==> src/rtl/de_write_combiner.sv <==
// Write-combining buffer: merges engine byte writes into 32-bit words and queues them for memory.
// Optional idle-timeout push of a partially filled holding word: define WC_TIMEOUT_EN.
module de_write_combiner #(
  parameter int DEPTH   = 4,
  parameter int TIMEOUT = 15
) (
  input  logic        clk,
  input  logic        rst_n,
  input  logic        de_req,
  output logic        de_ack,
  input  logic [17:0] de_addr,
  input  logic [3:0]  de_nbyte,
  input  logic        de_rnw,
  input  logic [31:0] de_w_data,
  output logic [31:0] de_r_data,
  input  logic        flush,
  output logic        mem_req,
  input  logic        mem_ack,
  output logic [17:0] mem_addr,
  output logic [3:0]  mem_nbyte,
  output logic [31:0] mem_w_data,
  output logic        mem_rnw,
  output logic        busy,
  output logic        err
);

  localparam int PW = (DEPTH > 1) ? $clog2(DEPTH) : 1;
  localparam int CW = $clog2(DEPTH) + 1;
  localparam int EW = 18 + 4 + 32;
  localparam logic [CW-1:0] DEPTH_C = CW'(DEPTH);
  localparam logic [EW-1:0] IDLE_ENTRY = {18'd0, 4'b1111, 32'd0};

  logic          de_ack_reg;
  logic          hv_reg, hv_next;
  logic [17:0]   haddr_reg, haddr_next;
  logic [3:0]    hmask_reg, hmask_next;
  logic [31:0]   hdata_reg, hdata_next;
  logic [CW-1:0] count_reg, count_next, count_after_pop;
  logic [PW-1:0] wptr_reg, rptr_reg;
  logic          mem_req_reg;
  logic [EW-1:0] head_reg, head_next;
  logic          busy_reg;
  logic          err_reg;

  logic [EW-1:0] fifo_mem [DEPTH];

  logic          acc, rd_acc, wr_acc, pop, push;
  logic          addr_change, idle_push, room, timeout_hit;
  logic [31:0]   merged_data;
  logic [EW-1:0] hold_entry;

  // Byte-lane merge: an enabled lane takes the new byte, the rest keep the held byte.
  generate
    for (genvar gi = 0; gi < 4; gi++) begin : g_lane
      assign merged_data[gi*8 +: 8] = de_nbyte[gi] ? hdata_reg[gi*8 +: 8]
                                                   : de_w_data[gi*8 +: 8];
    end
  endgenerate

  always_comb begin
    acc             = de_req & de_ack_reg;
    rd_acc          = acc & de_rnw;
    wr_acc          = acc & ~de_rnw & (de_nbyte != 4'b1111);
    pop             = (count_reg != '0) & mem_ack;
    count_after_pop = count_reg - CW'(pop);
    room            = count_after_pop < DEPTH_C;
    addr_change     = wr_acc & hv_reg & (de_addr != haddr_reg);
    idle_push       = ~wr_acc & hv_reg & room &
                      ((hmask_reg == 4'b0000) | flush | timeout_hit);
    push            = addr_change | idle_push;
    count_next      = count_after_pop + CW'(push);
    hold_entry      = {haddr_reg, hmask_reg, hdata_reg};
  end

  always_comb begin
    hv_next    = hv_reg;
    haddr_next = haddr_reg;
    hmask_next = hmask_reg;
    hdata_next = hdata_reg;
    if (wr_acc) begin
      hv_next = 1'b1;
      if (!hv_reg || addr_change) begin
        haddr_next = de_addr;
        hmask_next = de_nbyte;
        hdata_next = de_w_data;
      end else begin
        hmask_next = hmask_reg & de_nbyte;
        hdata_next = merged_data;
      end
    end else if (idle_push) begin
      hv_next = 1'b0;
    end
  end

  // The head register tracks whatever will sit at the FIFO head after this edge,
  // including a word pushed into an empty (or just-emptied) FIFO.
  always_comb begin
    if (count_next == '0)
      head_next = IDLE_ENTRY;
    else if (count_after_pop == '0)
      head_next = hold_entry;
    else
      head_next = fifo_mem[rptr_reg + PW'(pop)];
  end

`ifdef WC_TIMEOUT_EN
  // The push fires on the edge where the timer would reach TIMEOUT; if the FIFO is
  // full the timer holds there until room appears.
  localparam logic [7:0] TIMER_LAST = 8'(TIMEOUT - 1);
  logic [7:0] timer_reg, timer_next;

  always_comb begin
    timeout_hit = hv_reg & (timer_reg >= TIMER_LAST);
    timer_next  = timer_reg;
    if (wr_acc || idle_push)
      timer_next = 8'd0;
    else if (hv_reg && !timeout_hit)
      timer_next = timer_reg + 8'd1;
  end

  always_ff @(posedge clk or negedge rst_n) begin
    if (!rst_n)
      timer_reg <= 8'd0;
    else
      timer_reg <= timer_next;
  end
`else
  assign timeout_hit = 1'b0;
`endif

  always_ff @(posedge clk or negedge rst_n) begin
    if (!rst_n) begin
      de_ack_reg  <= 1'b0;
      hv_reg      <= 1'b0;
      haddr_reg   <= 18'd0;
      hmask_reg   <= 4'b1111;
      hdata_reg   <= 32'd0;
      count_reg   <= '0;
      wptr_reg    <= '0;
      rptr_reg    <= '0;
      mem_req_reg <= 1'b0;
      head_reg    <= IDLE_ENTRY;
      busy_reg    <= 1'b0;
      err_reg     <= 1'b0;
    end else begin
      de_ack_reg  <= de_req & ~flush & (count_next < DEPTH_C);
      hv_reg      <= hv_next;
      haddr_reg   <= haddr_next;
      hmask_reg   <= hmask_next;
      hdata_reg   <= hdata_next;
      count_reg   <= count_next;
      if (push)
        wptr_reg <= wptr_reg + PW'(1);
      if (pop)
        rptr_reg <= rptr_reg + PW'(1);
      mem_req_reg <= (count_next != '0);
      head_reg    <= head_next;
      busy_reg    <= hv_next | (count_next != '0);
      if (rd_acc)
        err_reg <= 1'b1;
    end
  end

  always_ff @(posedge clk) begin
    if (push)
      fifo_mem[wptr_reg] <= hold_entry;
  end

  assign de_ack     = de_ack_reg;
  assign de_r_data  = 32'd0;
  assign mem_req    = mem_req_reg;
  assign mem_addr   = head_reg[53:36];
  assign mem_nbyte  = head_reg[35:32];
  assign mem_w_data = head_reg[31:0];
  assign mem_rnw    = 1'b0;
  assign busy       = busy_reg;
  assign err        = err_reg;

endmodule

==> config.mk <==
export PLATFORM = sky130hd
export DESIGN_NAME = de_write_combiner
export DESIGN_NICKNAME = d
export VERILOG_FILES = /design/src/rtl/de_write_combiner.sv
export SDC_FILE = /design/constraint.sdc
export NUM_CORES = 1
export LEC_CHECK = 0
export CAP_MARGIN = 5
export CORE_ASPECT_RATIO = 1.5
export CORE_MARGIN = 4
export CORE_UTILIZATION = 30
export DETAILED_ROUTE_END_ITERATION = 8
export GPL_TIMING_DRIVEN = 0
export HOLD_SLACK_MARGIN = 0.03
export PLACE_DENSITY = 0.59
export SYNTH_ARGS = -nofsm -noshare
export SYNTH_HDL_FRONTEND = slang
export SYNTH_SLANG_ARGS = --single-unit
export TNS_END_PERCENT = 10
==> constraint.sdc <==
create_clock -name clk -period 5.2 [get_ports clk]
set_input_delay 1.04 -clock clk [delete_from_list [all_inputs] [get_ports clk]]
set_output_delay 1.04 -clock clk [all_outputs]
set_load 0.1 [all_outputs]
==> impl_metrics.py, run 1 <==
metrics = {
    "die": {
        "row_count": 93,
        "die_h_um": 264.2,
        "die_w_um": 178.8,
        "dieArea_mm2": 0.04725,
        "ios": 151,
        "start_util_pct": 30.41,
        "core_mm2": 0.04317,
    },
    "global_route": {
        "grt_max_degree": 75,
        "grt_usage_pct": 12.82,
        "met1_usage_pct": 15.80,
        "overflow": 0,
        "grt_use_met2_pct": 22.33,
        "grt_use_met3_pct": 2.648,
        "antenna_found_initial": 1,
        "grt_pass1_vias": 7316,
        "busiest_layer": "met2",
        "grt_first_pass_wirelength_um": 45600,
    },
    "sta": {
        "setup_viol": 0,
        "max_freq_ghz": 0.2086,
        "worst_pin_slew_ps": 1320,
        "min_period_over_period_pct": 92.20,
        "rsz0062_at_grt": "false",
        "skew_ps": 15.98,
        "hold_viol": 0,
        "slew_violations": 0,
        "min_period_ps": 4794,
        "timing.final.ws_setup_ps": 405.8,
        "max-slew-margin-rel_pct": 11.73,
    },
    "critical_path": {
        "worstSetupStartpointType": "input pin",
        "rr_startpoint": "count_reg[0]",
        "path_class": "in -> reg",
        "r2r_slack_ps": 820,
        "cp-end-kind": "register",
        "crit_arrival_ps": 5130,
        "reg2regPathDepth": 12,
        "r2r_end": "head_reg[41]",
        "critical_path.endpoint": "head_reg[41]",
        "worstPathRequired_ps": 5540,
        "critPathLaunch": "mem_ack",
        "path_max_fanout": 10,
    },
    "yosys": {
        "synth_seq_cells": 336,
        "avgSynthCellArea_um2": 17.14,
        "synth_cell_types": 41,
        "yosysTopAreaCellShare_pct": 49.40,
        "ys.warnings.count": 0,
        "syn_inst": 766,
        "synth_area_leaders": "edfxtp_1, dfrtp_1, mux4_2",
        "yosysTopAreaCell": "edfxtp_1",
        "synth_area_mm2": 0.01313,
        "synth-seq-area-share_pct": 72.35,
    },
    "pwr": {
        "vdd_ir_drop_max_v": 0.0002303,
        "p_leak_nw": 5.986,
        "p_per_area_mw_per_mm2": 708.0,
        "p_comb_share_pct": 43.0,
        "switching_share_pct": 41.38,
        "power_mw": 11.59,
        "intPower_mw": 6.792,
        "p_switching_mw": 4.795,
        "p_seq_share_pct": 35.9,
        "clockPowerShare_pct": 21.1,
    },
    "drt": {
        "wl_um": 30240,
        "first_pass_iters": 4,
        "routedWlPerCell_um": 19.50,
        "drt_iter0_drc": 347,
        "num_vias": 6968,
        "ant_nets": 0,
        "drcViolationCount": 0,
        "drt-vias-per-instance": 4.493,
    },
    "cts": {
        "clkLatencyLatePin_ps": 510,
        "cts.reportedPaths.clkPinSlew_ps": 60,
        "htreeDepth": 2,
        "postCtsHoldBufs": 0,
        "cts-resized-gates": 0,
        "cts_buffers": 34,
        "cts_setup_buffers": 0,
        "cts_root_buf": "clkbuf_16",
        "clock-sinks": 336,
        "clk_path_buf_depth": 3,
        "cts_tree": "yes",
    },
    "placed_design": {
        "hpwl_um": 19520,
        "gp_congestion": 0.7266,
        "place_ws_ps": -320.9,
        "portBuffers": 117,
    },
    "layout": {
        "nets": 1025,
        "multi_input_area_mm2": 0.003267,
        "layout_commonest_cell": "edfxtp_1",
        "fillers": 4000,
        "largest_reg_flops": 216,
        "register_area_mm2": 0.009499,
        "layout_common_cells": "edfxtp_1, nand2_1, clkdlybuf4s50_1",
        "post_route_cells_drive_above_1_share_pct": 22.55,
        "area_delta_synth_final_pct": 24.64,
    },
    "run_status": {
        "outcome": "finished clean",
    },
    "min_path": {
        "min_path_type": "in -> async",
    },
    "flow_run": {
        "max_cap_violations": 0,
    },
}
-- synthesized netlist by cell type --
cell type	count
a21oi_1	50
a221oi_4	1
a31o_2	1
a31oi_2	1
a41o_1	1
a41oi_1	1
a41oi_2	3
and2_1	4
and3_1	1
and4_1	1
buf_2	8
buf_4	37
buf_6	5
clkbuf_1	16
conb_1	1
dfrtp_1	112
dfstp_2	8
edfxtp_1	216
ha_1	9
inv_1	16
mux2_2	43
mux4_1	4
mux4_2	50
nand2_1	120
nand3_1	6
nand3b_1	1
nand4_1	4
nor2_1	2
nor3_1	1
nor3_2	1
nor3_4	1
nor3b_1	1
nor4_1	1
o21a_1	1
o21ai_0	1
o22a_1	3
o31a_1	1
o32ai_1	8
or2_2	1
xnor2_1	22
xor2_1	2
-- per-layer routing --
metal / share of wire (%) / vias to the layer above / wire length, µm
met1: 40 / 3573 / 12220
li1: - / 3172 / -
met4: 2.4 / 0 / 727
met2: 52 / 184 / 15660
met5: 0 / - / 0
met3: 5.4 / 39 / 1639
-- critical path, stage by stage --
cell,delay (ps)
clkdlybuf4s50_1,450
o31a_1,190
ha_1,210
ha_1,190
xnor2_1,340
o21ai_0,300
a221oi_4,530
ha_1,230
ha_1,160
xnor2_1,130
nor3_2,520
clkbuf_1,640
a21oi_1,190
-- per-stage QoR --
step	instances	hold slack [ps]	cell area (µm²)	util, %	setup TNS [ps]
floorplan	798	463.9	13250	-	0
global placement	1485	452.2	15130	35.06	-481070
detailed placement	1490	463.0	15250	35.33	-6791
CTS	1550	466.0	16360	37.90	0
global route	1550	492.8	16360	37.90	0
finish	1551	465.9	16370	37.91	0
-- cell type report --
cell class                 instances  share of cell area (%)
multi-input combinational        380                   19.96
buffer                            66                   2.653
clock inverter                    12                  0.8868
inverter                          16                  0.3670
sequential                       336                   58.04
timing repair buffer             122                   7.821
clock buffer                      48                   5.894
antenna                            1                 0.01529
tap                              570                   4.358
-- how the worst min path moves through the flow --
stage          slack [ps]           end        start
6_report              470  head_reg[15]        rst_n
5_1_grt               490  head_reg[14]        rst_n
4_1_cts               470  head_reg[15]        rst_n
3_5_place_dp          460           err          err
3_3_place_gp          450           err          err
2_1_floorplan         460   rptr_reg[1]  rptr_reg[1]
-- power by group through the flow --
stage	clock, mW	combinational, mW	sequential (mW)
after CTS	2.52	5.09	4.18
after global routing	2.63	5.34	4.25
after global placement	0	5.05	4.20
after floorplan	0	2.17	5.67
final	2.45	4.98	4.16
after detailed placement	0	5.07	4.23
-- kinds of logic (layout without fill, tap and decap cells) --
| logic type | after synthesis | in the layout | synth area share [%] |
|---|---|---|---|
| muxes | 97 | 97 | 13.06 |
| other | 1 | 34 | 0.02856 |
| DFF | 336 | 336 | 72.35 |
| adders and majority gates | 9 | 9 | 0.8576 |
| xor gates and xnor gates | 24 | 24 | 1.601 |
| and+or+nand+nor | 145 | 145 | 4.660 |
| AOI/OAI and AO/OA | 72 | 72 | 3.678 |
| buffers and inverters | 82 | 264 | 3.764 |
Power figures use the tool's default switching activity.
==> run 2: changes to the inputs <==
Settings changed: SKIP_LAST_GASP set to 1.
==> results of run 2 <==
No change in the layout: final DEF, timing and power equal those of run 1.
